===== src/rtl/sonar_uc.sv =====
// Sonar sweep controller: per servo position, request a distance measurement
// (retrying on timeout), stream 8 characters over serial, advance the angle, wait.
module sonar_uc #(
  parameter int INTERVAL = 100_000_000,
  parameter int TIMEOUT  = 20_000_000,
  parameter int RETRIES  = 2
) (
  input  logic       clock,
  input  logic       reset,
  input  logic       ligar,
  input  logic       pronto_medida,
  input  logic       pronto_transmissao,
  input  logic       fim_serial,
  output logic       zera,
  output logic       medir,
  output logic       partida_serial,
  output logic       conta_ascii,
  output logic       conta_angulo,
  output logic       fim_posicao,
  output logic       erro,
  output logic [3:0] db_estado
);

  localparam int IW = (INTERVAL > 1) ? $clog2(INTERVAL) : 1;
  localparam int TW = (TIMEOUT > 1) ? $clog2(TIMEOUT) : 1;
  localparam int RW = (RETRIES > 0) ? $clog2(RETRIES + 1) : 1;

  localparam logic [IW-1:0] INTERVAL_LAST = IW'(INTERVAL - 1);
  localparam logic [TW-1:0] TIMEOUT_LAST  = TW'(TIMEOUT - 1);
  localparam logic [RW-1:0] RETRY_MAX     = RW'(RETRIES);

  typedef enum logic [3:0] {
    INICIAL        = 4'd0,
    PREPARA        = 4'd1,
    ESPERA         = 4'd2,
    MEDE           = 4'd3,
    AGUARDA_MEDIDA = 4'd4,
    TRANSMITE      = 4'd5,
    ESPERA_TX      = 4'd6,
    PROX_CHAR      = 4'd7,
    PROX_ANGULO    = 4'd8
  } state_t;

  state_t        state, next_state;
  logic [IW-1:0] interval_cnt;
  logic [TW-1:0] timeout_cnt;
  logic [RW-1:0] retry_cnt;
  logic          timeout_hit;
  logic          interval_done;

  // A measurement arriving on the expiry cycle wins over the timeout.
  assign timeout_hit   = (state == AGUARDA_MEDIDA) && !pronto_medida &&
                         (timeout_cnt == TIMEOUT_LAST);
  assign interval_done = (state == ESPERA) && (interval_cnt == INTERVAL_LAST);

  always_comb begin
    next_state = state;
    case (state)
      INICIAL:        if (ligar) next_state = PREPARA;
      PREPARA:        next_state = MEDE;
      MEDE:           next_state = AGUARDA_MEDIDA;
      AGUARDA_MEDIDA: begin
        if (pronto_medida)
          next_state = TRANSMITE;
        else if (timeout_hit)
          next_state = (retry_cnt < RETRY_MAX) ? MEDE : TRANSMITE;
      end
      TRANSMITE:      next_state = ESPERA_TX;
      ESPERA_TX:      if (pronto_transmissao)
                        next_state = fim_serial ? PROX_ANGULO : PROX_CHAR;
      PROX_CHAR:      next_state = TRANSMITE;
      PROX_ANGULO:    next_state = ESPERA;
      ESPERA:         if (interval_done) next_state = ligar ? MEDE : INICIAL;
      default:        next_state = INICIAL;
    endcase
  end

  always_ff @(posedge clock or negedge reset) begin
    if (!reset) state <= INICIAL;
    else        state <= next_state;
  end

  // Timers run only while their state persists, so they read 0 everywhere else.
  always_ff @(posedge clock or negedge reset) begin
    if (!reset) begin
      interval_cnt <= '0;
      timeout_cnt  <= '0;
      retry_cnt    <= '0;
      erro         <= 1'b0;
    end else begin
      interval_cnt <= (state == ESPERA && next_state == ESPERA) ?
                      interval_cnt + 1'b1 : '0;
      timeout_cnt  <= (state == AGUARDA_MEDIDA && next_state == AGUARDA_MEDIDA) ?
                      timeout_cnt + 1'b1 : '0;
      if (state == PREPARA || interval_done) begin
        retry_cnt <= '0;
        erro      <= 1'b0;
      end else if (timeout_hit) begin
        if (retry_cnt < RETRY_MAX) retry_cnt <= retry_cnt + 1'b1;
        else                       erro      <= 1'b1;
      end
    end
  end

  always_comb begin
    zera           = 1'b0;
    medir          = 1'b0;
    partida_serial = 1'b0;
    conta_ascii    = 1'b0;
    conta_angulo   = 1'b0;
    fim_posicao    = 1'b0;
    db_estado      = state;
    case (state)
      PREPARA:     zera = 1'b1;
      MEDE:        medir = 1'b1;
      TRANSMITE:   partida_serial = 1'b1;
      PROX_CHAR:   conta_ascii = 1'b1;
      PROX_ANGULO: begin
        conta_ascii  = 1'b1;
        conta_angulo = 1'b1;
        fim_posicao  = 1'b1;
      end
      default: ;
    endcase
  end

endmodule


===== config.mk =====
export PLATFORM = sky130hd
export DESIGN_NAME = sonar_uc
export DESIGN_NICKNAME = d
export VERILOG_FILES = /design/src/rtl/sonar_uc.sv
export SDC_FILE = /design/constraint.sdc
export NUM_CORES = 1
export LEC_CHECK = 0
export ABC_AREA = 1
export CAP_MARGIN = 20
export CORE_MARGIN = 2
export CORE_UTILIZATION = 60
export CTS_BUF_LIST = sky130_fd_sc_hd__clkbuf_4 sky130_fd_sc_hd__clkbuf_8
export DETAILED_ROUTE_END_ITERATION = 10
export GPL_TIMING_DRIVEN = 0
export PLACE_DENSITY_LB_ADDON = 0.3
export SKIP_LAST_GASP = 1
export SLEW_MARGIN = 20
export SYNTH_ARGS = -nofsm -noshare
export SYNTH_HDL_FRONTEND = slang
export SYNTH_SLANG_ARGS = --single-unit

===== constraint.sdc =====
create_clock -name clock -period 3.02 [get_ports clock]
set_input_delay 0.906 -clock clock [delete_from_list [all_inputs] [get_ports clock]]
set_output_delay 0.906 -clock clock [all_outputs]
set_load 0.05 [all_outputs]

==> metrics, run 1 <==
total CTS buffers=9; fin. max-slew vios=0; first-pass GRT wire length=between 10000 and 15000 um; wire per inst=between 10 and 15 um; clock skew=0.00787 ns; Hold WS=0.470 ns; worst-path maximum fanout=5; Cell Area, Placed=between 3000 and 4000 sq um; cell with the most instances after synthesis=nor2_1; Post-Layout Inst Area=3860 sq um; most frequent CP cell=inv_1; Final Hold Fails=0; worst-path cell chain=inv_2 -> nand2_2 -> inv_1 -> nand3_1 -> inv_1 -> buf_4 -> dlygate4sd2_1; endpoints failing setup=0; Synthesis Warnings=0; area of the core=roughly 5500 sq um; chip height=slightly below 80 um; Worst setup SP type=flop; synthesized area=~3400 sq um; clock tree buffer depth=2; via-per-instance ratio=~5.3; Netlist cell types=27; Post-Syn Instances=between 400 and 500; Clock Sinks=a little under 60; Commonest cells post-synth=78 x nor2_1, 75 x nand2_1, 59 x dfrtp_1; RSZ-0062 raised after global routing=false; slowest CP cell=dlygate4sd2_1; number of global-route vias before repair=~2.7k; die span in x=roughly 80 um; Cells after DPL=just over 500; Clk Latency, worst-skew pair=between 0.3 and 0.4 ns; clk slew on worst S/H paths=approximately 0.07 ns; Synth Area per Inst=between 8 and 9 sq um; row cnt=27; DRC violations left=0; Worst slew margin=64.5%; synth top area cells=dfrtp_1 43%, xor2_1 8.8%, nor2_1 8.6%, nand2_1 8.3%, inv_1 5.0%; Detailed Route WL=6850 um; Pwr Density=558 nW/um^2; CP Capture Type=output port; Synth area leader=dfrtp_1; Period minus WS final=~2.8 ns; die footprint=around 6300 sq um; status=complete, no violations; setup repair bufs after CTS=0; aggregate global routing overflow=0; EDFF count, synth=0; Post-Syn Nets=432; post-synthesis sequential area ratio=43.4%; Layout area overhead=13.6%; #FFs+latches synth=59; Initial Util=slightly above 60%; CTS tree=done; num ports=17; Critical Path AT=~1.9 ns; Post-synth top flop=dfrtp_1; CP Class=flop to output port; GPL Wtd Cong=0.891; global-route usage over all layers=roughly a quarter; # hold bufs at CTS=0; ys async rst share=between 90% and 100%; Crit path largest cell delay=between 0.5 and 0.6 ns; DRT iter0 DRCs=179; Layout Nets=460; largest net degree at the start of global routing=36; Antenna Cells=0; fin cells=528; Synth top area share=43.4%; maxcap violations=0; Leak Pwr=between 1.5 and 2 nW; fmax=around 360 MHz; Pre-Repair DR Iteration Count=4; Worst Hold Class=primary input to asynchronous set/reset pin; peak supply drop=roughly 0.41 mV; layout cells sized above 1=14.3%; vias post-DR=approximately 2.8k; clock root buffer=clkbuf_8; Final period util=roughly nine tenths; IO buf count=16; initial antenna violation count=0; H-tree level count=3; Final ANT Viol Nets=0; Worst Path Required=2.11 ns; Worst Max-Slew Pin Slew=0.532 ns; dpl hpwl=between 4000 and 5000 um
layer usage:
layer	vias up	wire length (um)	track usage [%]
li1	1385	-	-
met4	0	147	10.2
met2	86	3150	39.0
met3	13	368	6.59
met5	-	0	0
met1	1302	3180	31.7
worst paths after layout:
check / startpoint / to / slack (ns) / cells past startpoint
max: db_estado[0] / fim_posicao / 0.26 / 7
min: reset / timeout_cnt[13] / 0.47 / 1
max reg2reg: timeout_cnt[0] / interval_cnt[10] / 0.99 / 9
min reg2reg: interval_cnt[0] / interval_cnt[0] / 0.47 / 1
max in group asynchronous: reset / interval_cnt[4] / 2.05 / 2
min in group clock: interval_cnt[0] / interval_cnt[0] / 0.47 / 1
worst max-delay path: cells and delay by family (launching register included):
family,cells,cell delay (ns)
buffers and inverters,5,0.90
AND/OR/NAND/NOR,2,0.18
flip-flops,1,0.45
sequential cells by signal, summed over array words and instances (netlist names):
name and cells:
retry_cnt 2, timeout_cnt 25, interval_cnt 27, db_estado 4, erro 1
placed cells by master (no fill, tap or decap), drive strengths merged, types with 4 or more instances in the layout:
cell type      netlist  final
buf                  5      7
clkbuf               0     13
clkdlybuf4s50        0      9
dfrtp               59     59
dlymetal6s2s         0      5
inv                 48     48
nand2               81     81
nand3               34     34
nand3b               4      4
nand4               11     11
nor2               106    106
nor3                20     20
xnor2               11     11
xor2                34     34
timing repair:
action                                  CTS  global route
resized for setup                         1             5
endpoints found under the setup margin    1             5
pin swaps                                 0             0
cloned                                    0             0
power by group:
group          switching, mW  internal, mW  total [mW]
sequential            0.0385         0.821       0.859
clock                  0.295         0.367       0.662
combinational          0.437         0.198       0.635
per-stage QoR:
step / setup TNS, ns / utilization [%] / setup slack (ns) / power [mW]
2_1_floorplan: 0 / - / 0.158 / 1.34
3_3_place_gp: -46.66 / 66.3 / -0.794 / 1.50
3_5_place_dp: 0 / 66.6 / 0.337 / 1.51
4_1_cts: 0 / 69.9 / 0.0258 / 2.18
5_1_grt: 0 / 70.2 / 0.141 / 2.26
6_report: 0 / 70.2 / 0.263 / 2.16
cells by family (layout without fill, tap and decap cells):
group,after synthesis,in the layout,synth area share [%]
XOR/XNOR,45,45,11.6
adder cells (fa/ha/maj),2,2,0.735
AND/OR/NAND/NOR,257,257,35.7
buffers and inverters,53,85,6.84
AO/OA/AOI/OAI,8,8,1.69
flip-flops,59,59,43.4
area by class of cell:
| class | count | area, sq um |
|---|---|---|
| fillers | 434 | 1640 |
| inverters | 48 | 180 |
| flip-flops and latches | 59 | 1480 |
| multi-input cells | 312 | 1690 |
| clock buffers | 13 | 173 |
| well taps | 72 | 90.1 |
| plain buffers | 5 | 52.6 |
| repair buffers | 17 | 189 |
| clock inverters | 2 | 10.0 |
Note: power is estimated with default switching activity, not from simulation.
==> run 2, diff against run 1 <==
--- a/config.mk
+++ b/config.mk
@@ -10,6 +10,7 @@
 export CORE_MARGIN = 2
 export CORE_UTILIZATION = 60
 export CTS_BUF_LIST = sky130_fd_sc_hd__clkbuf_4 sky130_fd_sc_hd__clkbuf_8
+export CTS_CLUSTER_SIZE = 8
 export DETAILED_ROUTE_END_ITERATION = 10
 export GPL_TIMING_DRIVEN = 0
 export PLACE_DENSITY_LB_ADDON = 0.3
==> results of run 2 <==
No change in the layout: final DEF, timing and power equal those of run 1.
